File: src/rtl/mem_port_arbiter_pkg.sv
// mem_arb_pkg: state/owner encodings and default
// timing constants shared by the RAM port arbiter.
package mem_arb_pkg;

  typedef enum logic [1:0] {
    IDLE   = 2'd0,
    RD_IF  = 2'd1,
    RD_MEM = 2'd2
  } state_t;

  typedef enum logic {
    OWN_IF  = 1'b0,
    OWN_MEM = 1'b1
  } owner_t;

  localparam int DEF_MEM_LAT    = 2;
  localparam int DEF_STARVE_MAX = 3;
  localparam int LAT_W          = 3;

endpackage

File: src/rtl/mem_port_arbiter_if.sv
// mem_port_arbiter_if: fetch, data and RAM side
// signals of the shared memory port.
interface mem_port_arbiter_if #(
  parameter int AW = 8,
  parameter int DW = 8
);

  logic          if_req;
  logic [AW-1:0] if_addr;
  logic [DW-1:0] if_rdata;
  logic          if_rdata_valid;

  logic          mem_req;
  logic          mem_we;
  logic [AW-1:0] mem_addr;
  logic [DW-1:0] mem_wdata;
  logic [DW-1:0] mem_rdata;
  logic          mem_done;

  logic          ram_en;
  logic          ram_we;
  logic [AW-1:0] ram_addr;
  logic [DW-1:0] ram_wdata;
  logic [DW-1:0] ram_rdata;

  logic          stall_if;
  logic          stall_mem;

  modport master (
    output if_req, if_addr,
    output mem_req, mem_we,
    output mem_addr, mem_wdata,
    output ram_rdata,
    input  if_rdata, if_rdata_valid,
    input  mem_rdata, mem_done,
    input  ram_en, ram_we,
    input  ram_addr, ram_wdata,
    input  stall_if, stall_mem
  );

  modport slave (
    input  if_req, if_addr,
    input  mem_req, mem_we,
    input  mem_addr, mem_wdata,
    input  ram_rdata,
    output if_rdata, if_rdata_valid,
    output mem_rdata, mem_done,
    output ram_en, ram_we,
    output ram_addr, ram_wdata,
    output stall_if, stall_mem
  );

endinterface

File: src/rtl/mem_port_arbiter_lat_counter.sv
// arb_lat_counter: loadable down-counter timing
// the RAM read latency; last flags count==1.
module arb_lat_counter
  import mem_arb_pkg::*;
#(
  parameter int W = LAT_W
) (
  input  logic         clk,
  input  logic         rst_n,
  input  logic         load,
  input  logic [W-1:0] load_val,
  input  logic         en,
  output logic [W-1:0] count,
  output logic         last
);

  always_ff @(posedge clk or negedge rst_n) begin
    if (!rst_n) begin
      count <= '0;
    end else if (load) begin
      count <= load_val;
    end else if (en && count != '0) begin
      count <= count - W'(1);
    end
  end

  assign last = (count == W'(1));

endmodule

File: src/rtl/mem_port_arbiter.sv
// mem_port_arbiter: shares one single-port RAM between fetch
// and data access. Optional macro: ARB_STARVE_GUARD_EN.
module mem_port_arbiter
  import mem_arb_pkg::*;
#(
  parameter int AW         = 8,
  parameter int DW         = 8,
  parameter int MEM_LAT    = DEF_MEM_LAT,
  parameter int STARVE_MAX = DEF_STARVE_MAX
) (
  input logic              clk,
  input logic              reset,
  mem_port_arbiter_if.slave bus
);

  state_t           state;
  state_t           state_n;
  owner_t           owner;
  logic             run;
  logic             if_pend;
  logic             mem_pend;
  logic             force_if;
  logic             grant;
  logic             wr_done;
  logic             lat_load;
  logic             lat_en;
  logic             lat_last;
  logic [LAT_W-1:0] lat_cnt;
  logic             if_vld_q;
  logic             mem_done_q;
  logic [DW-1:0]    if_rdata_q;
  logic [DW-1:0]    mem_rdata_q;
  logic             mem_done_c;
  logic             ram_en_c;
  logic             ram_we_c;
  logic [AW-1:0]    ram_addr_c;
  logic [DW-1:0]    ram_wdata_c;

  assign run = reset;

  // a requester whose done pulse is up this cycle
  // is finished and must not be granted again
  assign if_pend  = bus.if_req & ~if_vld_q;
  assign mem_pend = bus.mem_req & ~mem_done_q;

  assign grant = run & (state == IDLE)
               & (if_pend | mem_pend);
  assign owner = (mem_pend & ~force_if)
               ? OWN_MEM : OWN_IF;

`ifdef ARB_STARVE_GUARD_EN
  localparam int SW = $clog2(STARVE_MAX + 1);
  logic [SW-1:0] starve_cnt;

  assign force_if = if_pend
    & (starve_cnt == SW'(STARVE_MAX));

  always_ff @(posedge clk or negedge reset) begin
    if (!reset) begin
      starve_cnt <= '0;
    end else if (grant && owner == OWN_IF) begin
      starve_cnt <= '0;
    end else if (grant && if_pend
                 && starve_cnt != SW'(STARVE_MAX)) begin
      starve_cnt <= starve_cnt + SW'(1);
    end
  end
`else
  logic unused_starve;
  assign force_if      = 1'b0;
  assign unused_starve = (STARVE_MAX > 0);
`endif

  assign lat_en = (state != IDLE);

  arb_lat_counter #(.W(LAT_W)) u_lat (
    .clk      (clk),
    .rst_n    (reset),
    .load     (lat_load),
    .load_val (LAT_W'(MEM_LAT)),
    .en       (lat_en),
    .count    (lat_cnt),
    .last     (lat_last)
  );

  always_comb begin
    state_n     = state;
    lat_load    = 1'b0;
    wr_done     = 1'b0;
    ram_en_c    = 1'b0;
    ram_we_c    = 1'b0;
    ram_addr_c  = '0;
    ram_wdata_c = '0;
    unique case (state)
      IDLE: begin
        if (grant) begin
          ram_en_c = 1'b1;
          unique case (1'b1)
            owner == OWN_MEM: begin
              ram_addr_c  = bus.mem_addr;
              ram_wdata_c = bus.mem_wdata;
              ram_we_c    = bus.mem_we;
              if (bus.mem_we) begin
                wr_done = 1'b1;
              end else begin
                state_n  = RD_MEM;
                lat_load = 1'b1;
              end
            end
            default: begin
              ram_addr_c = bus.if_addr;
              state_n    = RD_IF;
              lat_load   = 1'b1;
            end
          endcase
        end
      end
      RD_IF, RD_MEM: begin
        if (lat_last) state_n = IDLE;
      end
      default: state_n = IDLE;
    endcase
  end

  always_ff @(posedge clk or negedge reset) begin
    if (!reset) begin
      state       <= IDLE;
      if_vld_q    <= 1'b0;
      mem_done_q  <= 1'b0;
      if_rdata_q  <= '0;
      mem_rdata_q <= '0;
    end else begin
      state      <= state_n;
      if_vld_q   <= (state == RD_IF) & lat_last;
      mem_done_q <= (state == RD_MEM) & lat_last;
      if (state == RD_IF && lat_last)
        if_rdata_q <= bus.ram_rdata;
      if (state == RD_MEM && lat_last)
        mem_rdata_q <= bus.ram_rdata;
    end
  end

  assign mem_done_c = mem_done_q | wr_done;

  assign bus.ram_en         = ram_en_c;
  assign bus.ram_we         = ram_we_c;
  assign bus.ram_addr       = ram_addr_c;
  assign bus.ram_wdata      = ram_wdata_c;
  assign bus.if_rdata       = if_rdata_q;
  assign bus.if_rdata_valid = if_vld_q;
  assign bus.mem_rdata      = mem_rdata_q;
  assign bus.mem_done       = mem_done_c;

  // stalls are forced low while reset is held
  assign bus.stall_mem = run & bus.mem_req & ~mem_done_c;
  assign bus.stall_if  = run
    & ((bus.if_req & ~if_vld_q)
       | (bus.mem_req & ~mem_done_c));

endmodule

File: src/flat_wrapper.sv
// flat-port wrapper written by rule: the top's interface ports become plain ports
module mem_port_arbiter_flat import mem_arb_pkg::*;
#(
  parameter int AW         = 8,
  parameter int DW         = 8,
  parameter int MEM_LAT    = DEF_MEM_LAT,
  parameter int STARVE_MAX = DEF_STARVE_MAX
)
  (clk, reset, bus_if_req, bus_if_addr, bus_mem_req, bus_mem_we, bus_mem_addr, bus_mem_wdata, bus_ram_rdata, bus_if_rdata, bus_if_rdata_valid, bus_mem_rdata, bus_mem_done, bus_ram_en, bus_ram_we, bus_ram_addr, bus_ram_wdata, bus_stall_if, bus_stall_mem);
  mem_port_arbiter_if #(.AW(AW), .DW(DW)) bus_i ();
  input logic clk;
  input logic reset;
  input wire logic [$bits(bus_i.if_req)-1:0] bus_if_req;
  input wire logic [$bits(bus_i.if_addr)-1:0] bus_if_addr;
  input wire logic [$bits(bus_i.mem_req)-1:0] bus_mem_req;
  input wire logic [$bits(bus_i.mem_we)-1:0] bus_mem_we;
  input wire logic [$bits(bus_i.mem_addr)-1:0] bus_mem_addr;
  input wire logic [$bits(bus_i.mem_wdata)-1:0] bus_mem_wdata;
  input wire logic [$bits(bus_i.ram_rdata)-1:0] bus_ram_rdata;
  output wire logic [$bits(bus_i.if_rdata)-1:0] bus_if_rdata;
  output wire logic [$bits(bus_i.if_rdata_valid)-1:0] bus_if_rdata_valid;
  output wire logic [$bits(bus_i.mem_rdata)-1:0] bus_mem_rdata;
  output wire logic [$bits(bus_i.mem_done)-1:0] bus_mem_done;
  output wire logic [$bits(bus_i.ram_en)-1:0] bus_ram_en;
  output wire logic [$bits(bus_i.ram_we)-1:0] bus_ram_we;
  output wire logic [$bits(bus_i.ram_addr)-1:0] bus_ram_addr;
  output wire logic [$bits(bus_i.ram_wdata)-1:0] bus_ram_wdata;
  output wire logic [$bits(bus_i.stall_if)-1:0] bus_stall_if;
  output wire logic [$bits(bus_i.stall_mem)-1:0] bus_stall_mem;
  assign bus_i.if_req = bus_if_req;
  assign bus_i.if_addr = bus_if_addr;
  assign bus_i.mem_req = bus_mem_req;
  assign bus_i.mem_we = bus_mem_we;
  assign bus_i.mem_addr = bus_mem_addr;
  assign bus_i.mem_wdata = bus_mem_wdata;
  assign bus_i.ram_rdata = bus_ram_rdata;
  assign bus_if_rdata = bus_i.if_rdata;
  assign bus_if_rdata_valid = bus_i.if_rdata_valid;
  assign bus_mem_rdata = bus_i.mem_rdata;
  assign bus_mem_done = bus_i.mem_done;
  assign bus_ram_en = bus_i.ram_en;
  assign bus_ram_we = bus_i.ram_we;
  assign bus_ram_addr = bus_i.ram_addr;
  assign bus_ram_wdata = bus_i.ram_wdata;
  assign bus_stall_if = bus_i.stall_if;
  assign bus_stall_mem = bus_i.stall_mem;
  mem_port_arbiter #(.AW(AW), .DW(DW), .MEM_LAT(MEM_LAT), .STARVE_MAX(STARVE_MAX)) u_core (.clk(clk), .reset(reset), .bus(bus_i));
endmodule
File: config.mk
export PLATFORM = sky130hd
export DESIGN_NAME = mem_port_arbiter_flat
export DESIGN_NICKNAME = d
export VERILOG_FILES = /design/src/rtl/mem_port_arbiter_pkg.sv /design/src/rtl/mem_port_arbiter_if.sv /design/src/rtl/mem_port_arbiter_lat_counter.sv /design/src/rtl/mem_port_arbiter.sv /design/src/flat_wrapper.sv
export SDC_FILE = /design/constraint.sdc
export NUM_CORES = 1
export LEC_CHECK = 0
export CAP_MARGIN = 25
export CORE_UTILIZATION = 35
export CTS_BUF_LIST = sky130_fd_sc_hd__clkbuf_4 sky130_fd_sc_hd__clkbuf_8 sky130_fd_sc_hd__clkbuf_16
export CTS_CLUSTER_DIAMETER = 80
export DETAILED_ROUTE_END_ITERATION = 6
export PLACE_DENSITY = 0.78
export SETUP_SLACK_MARGIN = 0.5
export SYNTH_ARGS = -nofsm -noshare
export SYNTH_HDL_FRONTEND = slang
export SYNTH_SLANG_ARGS = --single-unit
File: constraint.sdc
create_clock -name clk -period 1.6 [get_ports clk]
set_input_delay 0.16 -clock clk [delete_from_list [all_inputs] [get_ports clk]]
set_output_delay 0.16 -clock clk [all_outputs]
set_load 0.01 [all_outputs]
* Word-level counts from Yosys, hierarchy flattened
Cells that the tools add are included.
** Word-level totals
- Bits in registers :: 23
- Input port bits :: 37
- Bits in writable memories :: 0
- Memory bits (read-only) :: 0
- Memories kept :: 0
- Word-level logic and storage cells :: 65
- Output and inout port bits :: 38
- Latch bits :: 0
** Operators by class
- Reduce and logical (&&, ||, !) cells :: 9
- Multipliers :: 0
- Magnitude comparators :: 0
- Mux-type cells :: 27
- Add/subtract/negate cells :: 1
- Bitwise gates (word level) :: 16
- Eq/ne operators :: 6
- Divide/modulo/power cells :: 0
- Shifts and indexed selects :: 0
** Operators by type and width (number)
- $mux W8 :: 6
- $mux W1 :: 14
- $and A1 B1 Y1 :: 10
- $mux W2 :: 4
- $mux W3 :: 2
- $ne A2 B1 Y1 const B :: 2
- $pmux W2 S2 :: 1
- $reduce_bool A2 Y1 :: 2
- $eq A3 B1 Y1 const B :: 1
- $logic_and A1 B1 Y1 :: 3
- $ne A3 B3 Y1 const B :: 1
- $not A1 Y1 :: 3
- $or A1 B1 Y1 :: 3
- $reduce_and A3 Y1 :: 1
- $reduce_bool A3 Y1 :: 1
- $sub A3 B1 Y3 const B :: 1
- $eq A2 B1 Y1 const B :: 1
- $eq A2 B2 Y1 const B :: 1
- $logic_not A2 Y1 :: 1
- $reduce_or A2 Y1 :: 1

* Depth between registers and ports, before layout
- Depth after elaboration :: 11
- Mapped depth :: 7
- Gate-level depth less buffers :: 6

* Cells and area by module
A second synthesis with hierarchy kept.
** Unflattened totals
- Cells, all modules :: 129
- Area, all modules :: 1340.0 um^2
** By module, submodules not included
- mem_port_arbiter :: instances 1, seq. area each 500.5 um^2, cells an instance 105, area each 1118.6 um^2
- arb_lat_counter :: instances 1, seq. area each 75.1 um^2, cells an instance 24, area each 221.5 um^2

* Worst setup path after synthesis
OpenSTA, ideal clock, no wires.
- Kind :: flip-flop to output port
- From :: reg u_core.state[1]
- To :: out bus_mem_done
- Data required time :: 1.440 ns
- Arrival :: 1.394 ns
- Slack :: 0.046 ns
- Path buffers :: 2
- Cell stages (with the launch flop) :: 8
- Cells stage by stage :: dfrtp_1 > inv_1 > ha_1 > buf_2 > and3_4 > buf_6 > and2_4 > or2_1
** On the way
- Longest elaborated chain between the ends :: 6
** RTL lines
- start, declared :: RTL line mem_port_arbiter.sv:16 : state_t state;
- start signal, assigned :: RTL line mem_port_arbiter.sv:133 : state <= state_n;
- $logic_not A2 Y1 (*) :: RTL line mem_port_arbiter.sv:46, mem_port_arbiter.sv:94
- $and A1 B1 Y1 :: RTL line mem_port_arbiter.sv:46 : assign grant = run & (state == IDLE)
- $and A1 B1 Y1 :: RTL line mem_port_arbiter.sv:47 : & (if_pend | mem_pend);
- $mux W1 :: RTL line mem_port_arbiter.sv:96 : if (grant) begin
- $mux W1 (*) :: RTL line mem_port_arbiter.sv:94 : unique case (state)
- $or A1 B1 Y1 (*) :: RTL line mem_port_arbiter.sv:143 : assign mem_done_c = mem_done_q | wr_done;
- end, declared :: RTL line flat_wrapper.sv:23 : output wire logic [$bits(bus_i.mem_done)-1:0] bus_mem_done;
Every way passes the cells marked *; elsewhere a longest branch is shown, timed or not.

* Worst setup path in the final report
Same ends and word-level chain as after synthesis.

==> flow_summary.json <==
{
  "status": "finished with violations",
  "failed_checks": "negative setup slack",
  "worst_setup_path_end_kind": "output pin",
  "rsz0062_at_grt": "yes",
  "maxCapViolations": 0,
  "die_h_um": 62.2,
  "sw_frac_of_total_pct": 37.1,
  "grt_max_degree": 17,
  "grt_overflow_total": 0,
  "gp_congestion": 0.763,
  "first_pass_iters": 4,
  "comb_power_share_pct": 68.6,
  "layout_commonest_cell": "clkdlybuf4s50_1",
  "required_ns": 1.44,
  "cts-root-buf": "clkbuf_4",
  "final_cell_mix": "36 x clkdlybuf4s50_1, 33 x buf_4, 25 x buf_6",
  "start_util_pct": 37.1,
  "wl_per_cell_um": 15.3,
  "yosys_warnings": 0,
  "placed_area_um2": 2340,
  "worstSetupPathType": "flop to output pin",
  "synthCells": 124,
  "core_um2": 3420,
  "cts-buffers-inserted": 3,
  "ios": 75,
  "internal-power_uw": 2600,
  "vias": 1384,
  "syn_area_um2": 1270,
  "p_sw_uw": 1540,
  "rr_startpoint": "u_core.state[0]",
  "layout_setup_ws_ns": -0.128,
  "worstSetupStartpointType": "flop",
  "antenna_found_initial": 0,
  "wl_um": 4440,
  "max_freq_ghz": 0.579,
  "timing.rr.end": "u_core.state[0]",
  "fin_area_um2": 2770,
  "grt_pass1_vias": 1486,
  "ff2ff_setup_slack_ns": -0.06,
  "hold_viol_final": 0,
  "rows": 21,
  "finalSetupViolCount": 20,
  "leakagePower_uw": 0.00131,
  "h-tree-depth": 1,
  "track_usage_pct": 22.5,
  "dpl.hpwl_um": 2750,
  "dieArea_um2": 3870,
  "seqPwrFrac_pct": 24.8,
  "worst_path_max_delay_cell": "dfrtp_1",
  "ant_nets": 0,
  "cp_cell_sequence": "inv_2 -> ha_4 -> and3_4 -> and2_4 -> or2_4 -> buf_6",
  "clock_power_share_pct": 6.6,
  "cp_max_fo": 3,
  "diodes": 0,
  "drc": 0,
  "seq_area_frac_synth_pct": 45.4,
  "cts_sinks": 23,
  "nNetsFinal": 288,
  "worst_skew_pair.late_latency_ns": 0.30,
  "hp-class": "input pin to asynchronous set/reset pin",
  "fin_skew_ns": 0.00333,
  "crit_buf_inv": 2,
  "maxSlewHeadroom_pct": 79.9,
  "synth.avg_cell_area_um2": 10.2,
  "fin_hold_ws_ns": 0.356,
  "ir_worst_vdd_v": 0.00109,
  "drive_gt1_share_pct": 60.7,
  "finalCritPeriodShare_pct": 108,
  "path_delay_family": "simple AND/OR/NAND/NOR gates",
  "syn_nets": 167,
  "synth-seq-cells": 23,
  "layout-area-overhead-vs-synth_pct": 118,
  "cts_tree": "yes",
  "drv_slew": 0,
  "p_per_area_nw_per_um2": 1500,
  "numPortBuffers": 74,
  "worst_pin_slew_ns": 0.301,
  "crit_arrival_ns": 1.57,
  "clk_pin_slew_ns": 0.11,
  "cts_buffer_depth": 2,
  "via_per_inst": 4.77,
  "grt_first_pass_wirelength_um": 6970,
  "fin_crit_ns": 1.73,
  "ff2ff_path_depth": 8,
  "die_w_um": 62.2,
  "slowest_delay_ns": 0.39,
  "drtIter0Drc": 17,
  "synthDistinctLibCells": 30
}
[kinds of logic after synthesis]
| family | after synthesis | synth area share, % |
|---|---|---|
| mux | 17 | 15.0 |
| compound gates | 21 | 10.1 |
| fa+ha+maj | 6 | 5.92 |
| flops | 23 | 45.4 |
| buf+inv | 13 | 4.83 |
| simple gates | 44 | 18.8 |
[how the worst max path moves through the flow]
stage	from	endpoint	cells past startpoint
floorplan	u_core.state[1]	bus_mem_done	7
finish	u_core.state[1]	bus_mem_done	6
global route	u_core.state[1]	bus_mem_done	6
detailed placement	bus_mem_req	bus_ram_wdata[2]	6
global placement	bus_mem_req	bus_mem_done	6
CTS	u_core.state[1]	bus_mem_done	6
[registers in the layout, indices dropped and copies added (netlist names)]
name                       cells
u_core.bus.if_rdata            8
u_core.bus.if_rdata_valid      1
u_core.bus.mem_rdata           8
u_core.mem_done_q              1
u_core.state                   2
u_core.u_lat.count             3
[routing by layer]
layer | wire [um] | vias up | track usage [%]
li1 | - | 658 | -
met1 | 1640 | 644 | 24.6
met2 | 2360 | 76 | 43.1
met3 | 371 | 6 | 5.15
met4 | 70 | 0 | 5.81
met5 | 0 | - | 0
[power groups by stage]
stage | logic (uW) | clock network [uW] | registers (uW)
final | 2840 | 272 | 1030
after floorplan | 981 | 0 | 1120
after detailed placement | 2040 | 0 | 1030
after global placement | 1980 | 0 | 1010
after global routing | 3040 | 310 | 1050
after CTS | 2630 | 278 | 1020
[final cells by class]
type | count | area [um2]
timing repair buffer | 118 | 1070
multi-input combinational | 91 | 1000
fill | 204 | 647
sequential | 23 | 576
tap | 46 | 57.6
inverter | 8 | 35.0
clock buffer | 4 | 30.0
[synthesized netlist by cell type (all sizes together)]
cell	instances	area, um2
ha	6	75.1
o22ai	1	6.26
o211ai	1	12.5
nand2b	2	12.5
buf	5	31.3
a21o	1	7.51
a21oi	11	55.1
and2	9	58.8
nand2	22	87.6
a31oi	1	6.26
mux2	16	180
o21a	1	7.51
nor3	1	5.00
or2	1	6.26
o21ai	3	15.0
dfrtp	23	576
nor2b	4	37.5
nor2	2	7.51
or3	1	6.26
nor4	1	6.26
and3	1	11.3
mux2i	1	10.0
inv	8	30.0
a211o	2	17.5
[per-stage QoR]
step | TNS (ns) | total power (uW) | cells | util, % | setup WS [ns]
2_1_floorplan | 0 | 2100 | 124 | - | 0.0989
3_3_place_gp | -7.44 | 2980 | 257 | 68.6 | -0.381
3_5_place_dp | -8.13 | 3080 | 257 | 68.6 | -0.401
4_1_cts | -1.21 | 3930 | 279 | 78.6 | -0.117
5_1_grt | -3.13 | 4410 | 290 | 81.1 | -0.204
6_report | -1.40 | 4140 | 290 | 81.1 | -0.128
[repair_timing]
| action | CTS | global route |
|---|---|---|
| hold buffers | 0 | 0 |
| gates resized for setup | 191 | 29 |
| setup endpoints to repair | 61 | 57 |
| pin swaps | 17 | 8 |
| setup buffers | 14 | 11 |
| gates cloned | 4 | 0 |
Note: power is estimated with default switching activity, not from simulation.
